--- config.mk ---
export PLATFORM = sky130hd
export DESIGN_NAME = uart_rx_flat
export DESIGN_NICKNAME = d
export VERILOG_FILES = /design/src/rtl/uart_rx_if.sv /design/src/rtl/uart_rx.sv /design/src/flat_wrapper.sv
export SDC_FILE = /design/constraint.sdc
export NUM_CORES = 1
export LEC_CHECK = 0
export CORE_ASPECT_RATIO = 1.2
export CORE_MARGIN = 8
export CORE_UTILIZATION = 45
export CTS_BUF_LIST = sky130_fd_sc_hd__clkbuf_4
export CTS_CLUSTER_SIZE = 16
export DETAILED_ROUTE_END_ITERATION = 10
export PLACE_DENSITY = 0.66
export SYNTH_ARGS = -nofsm -noshare
export SYNTH_HDL_FRONTEND = slang
export SYNTH_SLANG_ARGS = --single-unit
--- constraint.sdc ---
create_clock -name clk -period 5.3 [get_ports clk]
set_input_delay 1.06 -clock clk [delete_from_list [all_inputs] [get_ports clk]]
set_output_delay 1.06 -clock clk [all_outputs]
set_load 0.01 [all_outputs]
--- src/rtl/uart_rx_if.sv ---
// Receive-side result bus of uart_rx: received byte, valid/frame-error strobes, busy.
interface uart_rx_if;
    logic [7:0] out_DataByte;
    logic       out_fValid;
    logic       out_fFrameErr;
    logic       out_fBusy;

    modport master (output out_DataByte, output out_fValid, output out_fFrameErr, output out_fBusy);
    modport slave  (input  out_DataByte, input  out_fValid, input  out_fFrameErr, input  out_fBusy);
endinterface

--- src/rtl/uart_rx.sv ---
// UART receiver, 8N1 LSB first, mid-bit sampling at KBAUD clocks per bit.
// Define UART_RX_PARITY_EN for 8E1 framing (parity error reported as a frame error).
module uart_rx #(
    parameter int unsigned KBAUD       = 10416,
    parameter int unsigned SYNC_STAGES = 2
) (
    input  logic      clk,
    input  logic      rst_n,
    input  logic      in_DataBit,
    uart_rx_if.master rx
);
    localparam int unsigned CW = $clog2(KBAUD);
    localparam logic [CW-1:0] HALF = CW'(KBAUD / 2 - 1);
    localparam logic [CW-1:0] FULL = CW'(KBAUD - 1);

    typedef enum logic [2:0] {
        S_IDLE,
        S_START,
        S_DATA,
`ifdef UART_RX_PARITY_EN
        S_PARITY,
`endif
        S_STOP,
        S_WAIT
    } state_e;

    state_e                 state_q, state_d;
    logic [SYNC_STAGES-1:0] sync_q, sync_d;
    logic [CW-1:0]          baud_q, baud_d;
    logic [2:0]             bit_q, bit_d;
    logic [7:0]             shift_q, shift_d;
    logic [7:0]             data_q, data_d;
    logic                   valid_q, valid_d;
    logic                   ferr_q, ferr_d;
    logic                   line;
    logic                   half_hit, full_hit;
    logic                   good_stop;

    assign sync_d   = {sync_q[SYNC_STAGES-2:0], in_DataBit};
    assign line     = sync_q[SYNC_STAGES-1];
    assign half_hit = (baud_q == HALF);
    assign full_hit = (baud_q == FULL);

`ifdef UART_RX_PARITY_EN
    logic perr_q, perr_d;
    assign good_stop = line & ~perr_q;
`else
    assign good_stop = line;
`endif

    always_ff @(posedge clk or negedge rst_n) begin
        if (!rst_n) begin
            state_q <= S_IDLE;
            sync_q  <= '1;
            baud_q  <= '0;
            bit_q   <= '0;
            shift_q <= '0;
            data_q  <= '0;
            valid_q <= 1'b0;
            ferr_q  <= 1'b0;
`ifdef UART_RX_PARITY_EN
            perr_q  <= 1'b0;
`endif
        end else begin
            state_q <= state_d;
            sync_q  <= sync_d;
            baud_q  <= baud_d;
            bit_q   <= bit_d;
            shift_q <= shift_d;
            data_q  <= data_d;
            valid_q <= valid_d;
            ferr_q  <= ferr_d;
`ifdef UART_RX_PARITY_EN
            perr_q  <= perr_d;
`endif
        end
    end

    always_comb begin
        state_d = state_q;
        case (state_q)
            S_IDLE:  if (!line) state_d = S_START;
            S_START: if (half_hit) state_d = line ? S_IDLE : S_DATA;
`ifdef UART_RX_PARITY_EN
            S_DATA:   if (full_hit && bit_q == 3'd7) state_d = S_PARITY;
            S_PARITY: if (full_hit) state_d = S_STOP;
`else
            S_DATA:   if (full_hit && bit_q == 3'd7) state_d = S_STOP;
`endif
            // A low stop bit may be a break; hold off until the line returns high.
            S_STOP:  if (full_hit) state_d = line ? S_IDLE : S_WAIT;
            S_WAIT:  if (line) state_d = S_IDLE;
            default: state_d = S_IDLE;
        endcase
    end

    always_comb begin
        baud_d  = baud_q;
        bit_d   = bit_q;
        shift_d = shift_q;
        data_d  = data_q;
        valid_d = 1'b0;
        ferr_d  = 1'b0;
`ifdef UART_RX_PARITY_EN
        perr_d  = perr_q;
`endif
        case (state_q)
            S_START: begin
                if (half_hit) begin
                    baud_d = '0;
                    bit_d  = '0;
`ifdef UART_RX_PARITY_EN
                    perr_d = 1'b0;
`endif
                end else begin
                    baud_d = baud_q + CW'(1);
                end
            end
            S_DATA: begin
                if (full_hit) begin
                    shift_d = {line, shift_q[7:1]};
                    baud_d  = '0;
                    bit_d   = bit_q + 3'd1;
                end else begin
                    baud_d = baud_q + CW'(1);
                end
            end
`ifdef UART_RX_PARITY_EN
            S_PARITY: begin
                if (full_hit) begin
                    perr_d = ^{shift_q, line};
                    baud_d = '0;
                end else begin
                    baud_d = baud_q + CW'(1);
                end
            end
`endif
            S_STOP: begin
                if (full_hit) begin
                    baud_d = '0;
                    if (good_stop) begin
                        data_d  = shift_q;
                        valid_d = 1'b1;
                    end else begin
                        ferr_d = 1'b1;
                    end
                end else begin
                    baud_d = baud_q + CW'(1);
                end
            end
            default: baud_d = '0;
        endcase
    end

    assign rx.out_DataByte  = data_q;
    assign rx.out_fValid    = valid_q;
    assign rx.out_fFrameErr = ferr_q;
    assign rx.out_fBusy     = (state_q != S_IDLE);
endmodule

--- src/flat_wrapper.sv ---
// flat-port wrapper written by rule: the top's interface ports become plain ports
module uart_rx_flat 
#(
    parameter int unsigned KBAUD       = 10416,
    parameter int unsigned SYNC_STAGES = 2
)
  (clk, rst_n, in_DataBit, rx_out_DataByte, rx_out_fValid, rx_out_fFrameErr, rx_out_fBusy);
  uart_rx_if rx_i ();
  input  logic clk;
  input  logic rst_n;
  input  logic in_DataBit;
  output wire logic [$bits(rx_i.out_DataByte)-1:0] rx_out_DataByte;
  output wire logic [$bits(rx_i.out_fValid)-1:0] rx_out_fValid;
  output wire logic [$bits(rx_i.out_fFrameErr)-1:0] rx_out_fFrameErr;
  output wire logic [$bits(rx_i.out_fBusy)-1:0] rx_out_fBusy;
  assign rx_out_DataByte = rx_i.out_DataByte;
  assign rx_out_fValid = rx_i.out_fValid;
  assign rx_out_fFrameErr = rx_i.out_fFrameErr;
  assign rx_out_fBusy = rx_i.out_fBusy;
  uart_rx #(.KBAUD(KBAUD), .SYNC_STAGES(SYNC_STAGES)) u_core (.clk(clk), .rst_n(rst_n), .in_DataBit(in_DataBit), .rx(rx_i));
endmodule
======== Yosys cells after proc, flatten, opt, wreduce, memory -nomap -nowiden ========
Index checks and enable logic that the tools add are counted.
Widths: inputs -> output; s select.
cells by class
  add/subtract/negate cells ............... 2
  multiplexer cells ....................... 20
  reduce and logical (&&, ||, !) cells .... 9
  eq/ne operators ......................... 13
operators with widths
  cell                   number
  $mux 14                2
  $pmux 14 s2            1
  $mux 3                 8
  $pmux 3 s5             1
  $add 14x1->14 const B  1
  $eq 14x13->1 const B   1
  $eq 14x14->1 const B   1
  $ne 2x1->1 const B     5
  $eq 3x2->1 const B     2
  $eq 3x3->1 const B     2
  $mux 1                 6
  $pmux 3 s2             1
  $reduce_and 3->1       2
  $reduce_and 5->1       1
  $add 3x1->3 const B    1
  $eq 3x1->1 const B     1
  $logic_not 3->1        1
  $reduce_bool 3->1      1
  $mux 2                 1
  $ne 2x2->1 const B     1
  $reduce_and 2->1       1
  $reduce_bool 2->1      1
  $reduce_or 2->1        1
  $logic_and 1x1->1      1
storage, ports and cells
  register bits after elaboration ......... 40

======== Longest topological paths before layout ========
Gate-level depths: netlist of run 1.
  depth after elaboration ................. 4
  depth in mapped cells ................... 6

======== Least setup slack after synthesis of run 1 ========
OpenSTA, ideal clock, no wires.
  kind .................................... register to output
  from .................................... register u_core.state_q[0]
  to ...................................... output port rx_out_fBusy
  slack ................................... 3.302 ns
  cell stages (with the launch flop) ...... 3
  data required time ...................... 4.240 ns
  arrival ................................. 0.938 ns
  cells stage by stage .................... dfrtp_1 clkbuf_1 or3_1
between the ends
  word-level cells in the longest chain between the ends .. 1
ends and longest elaborated chain
  what                    line                source
  from (decl)             uart_rx.sv:27       state_e state_q, state_d;
  from (signal assigned)  uart_rx.sv:65       state_q <= state_d;
  $reduce_bool 3->1       uart_rx.sv:158      assign rx.out_fBusy = (state_q != S_IDLE);
  to (decl)               flat_wrapper.sv:15  output wire logic [$bits(rx_i.out_fBusy)-1:0] rx_out_fBusy;
Every way passes these cells.

======== Worst setup path in the final report of run 1 ========
Same ends and word-level chain as after synthesis.

==> metrics, run 1 <==
Arrival @ worst endpoint 1750 ps; CP delay by family, top flip-flops; final instance area 2110 µm²; final setup fails 0; pwr dens 239 nW/µm²; DR pass1 iterations 4; routed length per placed instance 13.9 µm; Reg2Reg Setup Slack 3300 ps; Initial Util 45.7%; FF-to-FF Start u_core.baud_q[0]$_DFF_PN0_; Hold Crit Class reg -> reg; H-Tree Depth 2; DR vias around 1200; worst path bufs/invs 1; Yosys cell types 42; Post-CTS Setup Bufs 0; DRC viols 0; clk_lat worst skew 340 ps; fillers around 380; final critical-path share of the clock period 53.0%; Final ANT Viol Nets 0; Mapped Avg Cell Area between 10 and 15 µm²; Hold Path Origin u_core.sync_q[0]$_DFF_PN1_; pre-CTS setup slack 2880 ps; die height 87.0 µm; crit-path cells or3_1 -> clkdlybuf4s50_1; I/O Buffers 13; Syn Std Cell Area 1890 µm²; Post-synth EDFFs 0; row count 26; Die X-Extent 75.1 µm; maxcap violations 0; post-DR vias/cell 5.31; worst clock skew 13.4 ps; Hold Path Stages 0; #FFs+latches synth 40; minimum clock period 2810 ps; first-pass GRT wire length 5390 µm; clock sink count 40; Total GRT Usage 10.6%; clock transition at the registers of the reported paths 120 ps; worst endpoint required time 4240 ps; peak supply drop roughly 0.19 mV; Warnings, synthesis 0; total global routing overflow 0; RR Endpoint u_core.baud_q[2]$_DFF_PN0_; number of antenna violations at the first check in global routing 0; post-cts sizing count 0; Setup crit start kind flop; wl on met1 approximately 1400 µm; Worst Tran Pin Value 844 ps; CTS tree done; CP max FO 13; # IOs 14; Hold EP u_core.sync_q[1]$_DFF_PN1_; die area 6530 µm²; Slew headroom a little over two fifths; final core utilization around 51%; diodes inserted 0; DRT Wirelength approximately 3100 µm; largest net degree at the start of global routing 41; DP HPWL 2170 µm; Leak 0.000955 µW; core area a little over 4000 µm²; post-synthesis async set-or-reset flop share 100%; final setup TNS 0 ps; Worst R2R Path Depth 5; Non-Filler Instances between 200 and 250; status finished clean; placed cells approximately 220; endpoints failing hold 0; initial drt markers 38; Area growth, synth to finish 11.7%; Worst setup EP type output pin; CTS Buffer Depth 2; CTS Hold Bufs 0; max incr delay on CP 520 ps; Clock Tree Root clkbuf_4; slowest cell on the critical path dfrtp_1; layout cell share with drive strength beyond 1 between 20% and 30%; top sig layer met4; Placer Congestion a little over 0.9; Net Count, Synth roughly 160; wire length on met3 146 µm; worst setup path category reg -> out; Peak Freq 0.356 GHz; Seq/Total Area, Yosys 53.1%; Nets 172; unrepaired setup endpoints after global routing no; Slew Viols, Final 0; placed cell area between 2000 and 2500 µm²; CTS Buf Count 5; Cells after Synth 152; vias in the first global route 1134; worst setup margin ~2500 ps; met2 wire length about 1500 µm; top_reg_cell synth dfrtp_1
-- cells by family after synthesis --
family / count (synthesis) / share of synthesized area [%]
AOI/OAI and AO/OA: 8 / 3.45
xor gates and xnor gates: 12 / 5.57
muxes: 18 / 12.3
buffers and inverters: 10 / 3.44
and+or+nand+nor: 61 / 20.1
DFF: 40 / 53.1
adders and majority gates: 3 / 1.99
-- sequential cells by signal, indices dropped and copies added (netlist names) --
name / cells
u_core.bit_q: 3
u_core.baud_q: 14
u_core.state_q: 3
u_core.sync_q: 2
u_core.shift_q: 8
u_core.rx.out_DataByte: 8
u_core.rx.out_fFrameErr: 1
u_core.rx.out_fValid: 1
-- synthesized netlist by cell type (3+ instances only) --
cell type	number	area, µm²
dfrtp_1	38	951
ha_1	3	37.5
inv_1	4	15.0
mux2_2	9	101
mux2_4	8	120
nand2_1	4	15.0
nand3_1	7	35.0
nand4_1	4	25.0
nor2_1	18	67.6
nor2b_1	3	18.8
nor3_1	5	25.0
xnor2_1	8	70.1
xor2_1	4	35.0
-- placed cells by master, fill, tap and decap left out, types with 3 or more instances in the layout --
cell type        netlist  final
dfrtp_1               38     38
nor2_1                18     18
clkdlybuf4s50_1        0     12
mux2_2                 9      9
xnor2_1                8      8
mux2_4                 8      8
nand3_1                7      7
nor3_1                 5      5
clkbuf_4               0      5
nand4_1                4      4
xor2_1                 4      4
inv_1                  4      4
nand2_1                4      4
nor2b_1                3      3
ha_1                   3      3
-- layout make-up --
type | count | area, µm² | share of cell area [%]
flip-flops and latches | 40 | 1000 | 47.6
multi-input cells | 102 | 820 | 38.9
repair buffers | 13 | 125 | 5.93
well taps | 56 | 70.1 | 3.32
clock buffers | 5 | 37.5 | 1.78
clock inverters | 3 | 37.5 | 1.78
inverters | 4 | 15.0 | 0.712
-- worst register-to-register path, delay by kind of cell, from the launching register on --
family | cells | cell delay [ps]
simple gates | 3 | 620
compound gates | 1 | 600
flops | 1 | 410
fa+ha+maj | 1 | 230
-- layer usage --
metal	track usage, %	vias up
met2	16.5	24
met5	0	-
met1	12.8	593
li1	-	563
met4	4.55	0
met3	3.57	4
-- through the flow --
stage,total power [µW],hold WS [ps]
global placement,321,346
finish,504,363
global route,530,368
CTS,514,366
floorplan,314,345
detailed placement,321,350
-- report_power, final --
group	total (µW)	switching (µW)	internal, µW
combinational	7.01	5.78	1.23
clock	190	93.5	96.4
sequential	307	0.793	306
-- worst max-delay path by stage --
stage / slack (ps) / cells after the start / to / from
after floorplan: 3300 / 2 / rx_out_fBusy / u_core.state_q[0]$_DFFE_PN0P_
after global placement: 2920 / 2 / rx_out_fBusy / u_core.state_q[0]$_DFFE_PN0P_
after detailed placement: 2880 / 2 / rx_out_fBusy / u_core.state_q[0]$_DFFE_PN0P_
after CTS: 2480 / 2 / rx_out_fBusy / u_core.state_q[0]$_DFFE_PN0P_
after global routing: 2410 / 2 / rx_out_fBusy / u_core.state_q[0]$_DFFE_PN0P_
final: 2490 / 2 / rx_out_fBusy / u_core.state_q[0]$_DFFE_PN0P_
Power figures use the tool's default switching activity.
==> run 2, diff against run 1 <==
Settings changed: PLACE_DENSITY 0.66 to 0.68.
Clock period 5.3 ns to 2.3 ns, I/O delays scaled along.
==> run 2 against run 1 <==
Compared with the run above:
- first-iteration DRC count down 5.3%
- wire length up 4.3%
- clock skew up 4.2 ps
- die area unchanged
- core utilization up 0.33 points
- non-clock buffer count up 1
- via count up 1.9%
- cell count up 0.45%
- hold slack worse by 170 ps
- cell area up 0.65%
- sequential share of layout area down 0.25 points
- flip-flop and latch count unchanged
- highest routed layer unchanged
==> metrics, run 2 (synthesis results as in run 1) <==
hold_ws 196 ps (-167 ps); Slew Viols, Final 0 (unchanged); clk_lat worst skew 360 ps (+20 ps); internal cell power 936 µW (+130%); Sequential Power Share 59.9% (-1.0 points); diodes inserted 0 (unchanged); Peak Freq around 0.46 GHz; post-DR vias/cell 5.38 (+1.4%); Worst setup EP type output pin; Die X-Extent 75.1 µm (unchanged); Clock Tree Root clkbuf_4; final setup TNS 0 ps (unchanged); number of antenna violations at the first check in global routing 0 (unchanged); Arrival @ worst endpoint 1710 ps (-40 ps); Leak 0.000962 µW (+0.64%); Total GRT Usage 11.2% (+0.65 points); CTS tree done; first-pass GRT wire length 5700 µm (+5.8%); max incr delay on CP 490 ps (-30 ps); Final ANT Viol Nets 0 (unchanged); worst endpoint required time 1840 ps (-2400 ps); status finished clean; endpoints failing hold 0 (unchanged); Area growth, synth to finish 12.4%; Slew headroom 41.9% (-1.9 points); CTS Buf Count 5 (unchanged); CP max FO 6 (-7); I/O Buffers 13 (unchanged); final instance area 2120 µm² (+0.65%); Largest register FFs 14 (unchanged); worst clock skew 17.6 ps (+4.18 ps); DR vias 1206 (+1.9%); Initial Util 45.7% (unchanged); row count 26 (unchanged); net switching power 247 µW (+150%); Hold Crit Class in -> async; slowest cell on the critical path clkdlybuf4s50_1; Post-CTS Setup Bufs 0 (unchanged); Placer Congestion 0.801 (-12%); final critical-path share of the clock period 94.3%; DR pass1 iterations 4 (unchanged); crit-path cells or3_1 -> clkdlybuf4s50_1; maxcap violations 0 (unchanged); Worst R2R Path Depth 5 (unchanged); DRC viols 0 (unchanged); CTS Hold Bufs 0 (unchanged); minimum clock period around 2200 ps; layout cell share with drive strength beyond 1 22.6% (+2.3 points); Setup crit start kind flop; die area 6530 µm² (unchanged); H-Tree Depth 2 (unchanged); Reg with most FFs u_core.baud_q; Nets 173 (+0.58%); DP HPWL 2320 µm (+7.0%); total global routing overflow 0 (unchanged); Worst Tran Pin Value 872 ps (+28.0 ps); final setup fails 0 (unchanged); combinational share of power 1.4% (about the same); core area 4130 µm² (unchanged); placed cell area 2040 µm² (+0.37%); CTS Buffer Depth 2 (unchanged); # IOs 14 (unchanged); die height 87.0 µm (unchanged); most frequent cells in the layout 37 x dfrtp_1, 18 x nor2_1, 12 x clkdlybuf4s50_1, 9 x mux2_2; fraction of power spent switching nets 20.9% (+1.1 points); vias in the first global route 1242 (+9.5%); worst setup path category reg -> out; initial drt markers 36 (-5.3%); routed length per placed instance 14.5 µm (+3.8%); DRT Wirelength 3240 µm (+4.3%); final core utilization 51.4% (+0.33 points); unrepaired setup endpoints after global routing no; clock transition at the registers of the reported paths 130 ps (about the same); commonest non-fill, non-tap cell in the layout dfrtp_1; pwr dens 558 nW/µm² (+130%); clock sink count 40 (unchanged); clock share of power 38.7% (+1.0 points); largest net degree at the start of global routing 41 (unchanged); peak supply drop 0.317 mV (+66%)
==> run 2: critical path, delay by kind of cell (launching register included) <==
kind,cells,cell delay [ps]
buffers and inverters,1,490
DFF,1,450
and+or+nand+nor,1,410
==> run 2: final timing paths <==
| kind | start | end | slack, ps |
|---|---|---|---|
| hold / removal | rst_n | u_core.rx.out_DataByte[2]$_DFFE_PN0P_ | 200 |
| hold reg to reg | u_core.sync_q[0]$_DFF_PN1_ | u_core.sync_q[1]$_DFF_PN1_ | 370 |
| max in group asynchronous | rst_n | u_core.state_q[0]$_DFFE_PN0P_ | 1510 |
| setup reg to reg | u_core.baud_q[0]$_DFF_PN0_ | u_core.rx.out_DataByte[6]$_DFFE_PN0P_ | 320 |
| setup / recovery | u_core.state_q[2]$_DFFE_PN0P_ | rx_out_fBusy | 130 |
| min in group clk | u_core.sync_q[0]$_DFF_PN1_ | u_core.sync_q[1]$_DFF_PN1_ | 370 |
==> run 2: final cells by class <==
| type | count | area (µm²) |
|---|---|---|
| sequential | 40 | 1000 |
| timing repair buffer | 14 | 133 |
| inverter | 4 | 15.0 |
| clock inverter | 3 | 42.5 |
| multi-input combinational | 102 | 820 |
| fill | 382 | 2010 |
| tap | 56 | 70.1 |
| clock buffer | 5 | 37.5 |
==> run 2: timing repair <==
action                     4_1_cts  5_1_grt
hold endpoints to repair         0        0
setup endpoints to repair        0        1
resized for setup                0        1
==> run 2: through the flow <==
step	setup slack, ps	power (µW)	cells
4_1_cts	66.0	1200	224
3_5_place_dp	355	739	216
3_3_place_gp	410	739	216
6_report	130	1180	224
5_1_grt	35.7	1230	224
2_1_floorplan	463	722	152
==> run 2: power groups by stage <==
stage | clock network (µW) | registers, µW | logic (µW)
after global routing | 498 | 709 | 19.8
final | 458 | 708 | 16.4
after floorplan | 0 | 721 | 1.21
after detailed placement | 0 | 722 | 17.8
after global placement | 0 | 722 | 17.1
after CTS | 473 | 708 | 17.7
==> run 2: per-layer routing <==
| layer | GRT usage [%] | wire, µm | vias up |
|---|---|---|---|
| met1 | 12.0 | 1330 | 613 |
| met4 | 7.18 | 48 | 0 |
| li1 | - | - | 566 |
| met2 | 19.1 | 1740 | 21 |
| met3 | 2.53 | 129 | 6 |
| met5 | 0 | 0 | - |
==> run 3, diff against run 2 <==
Settings changed: ABC_CLOCK_PERIOD_IN_PS set to 2300.
==> results of run 3 <==
Same layout as run 2: the final DEF is identical, and so are final timing and power.
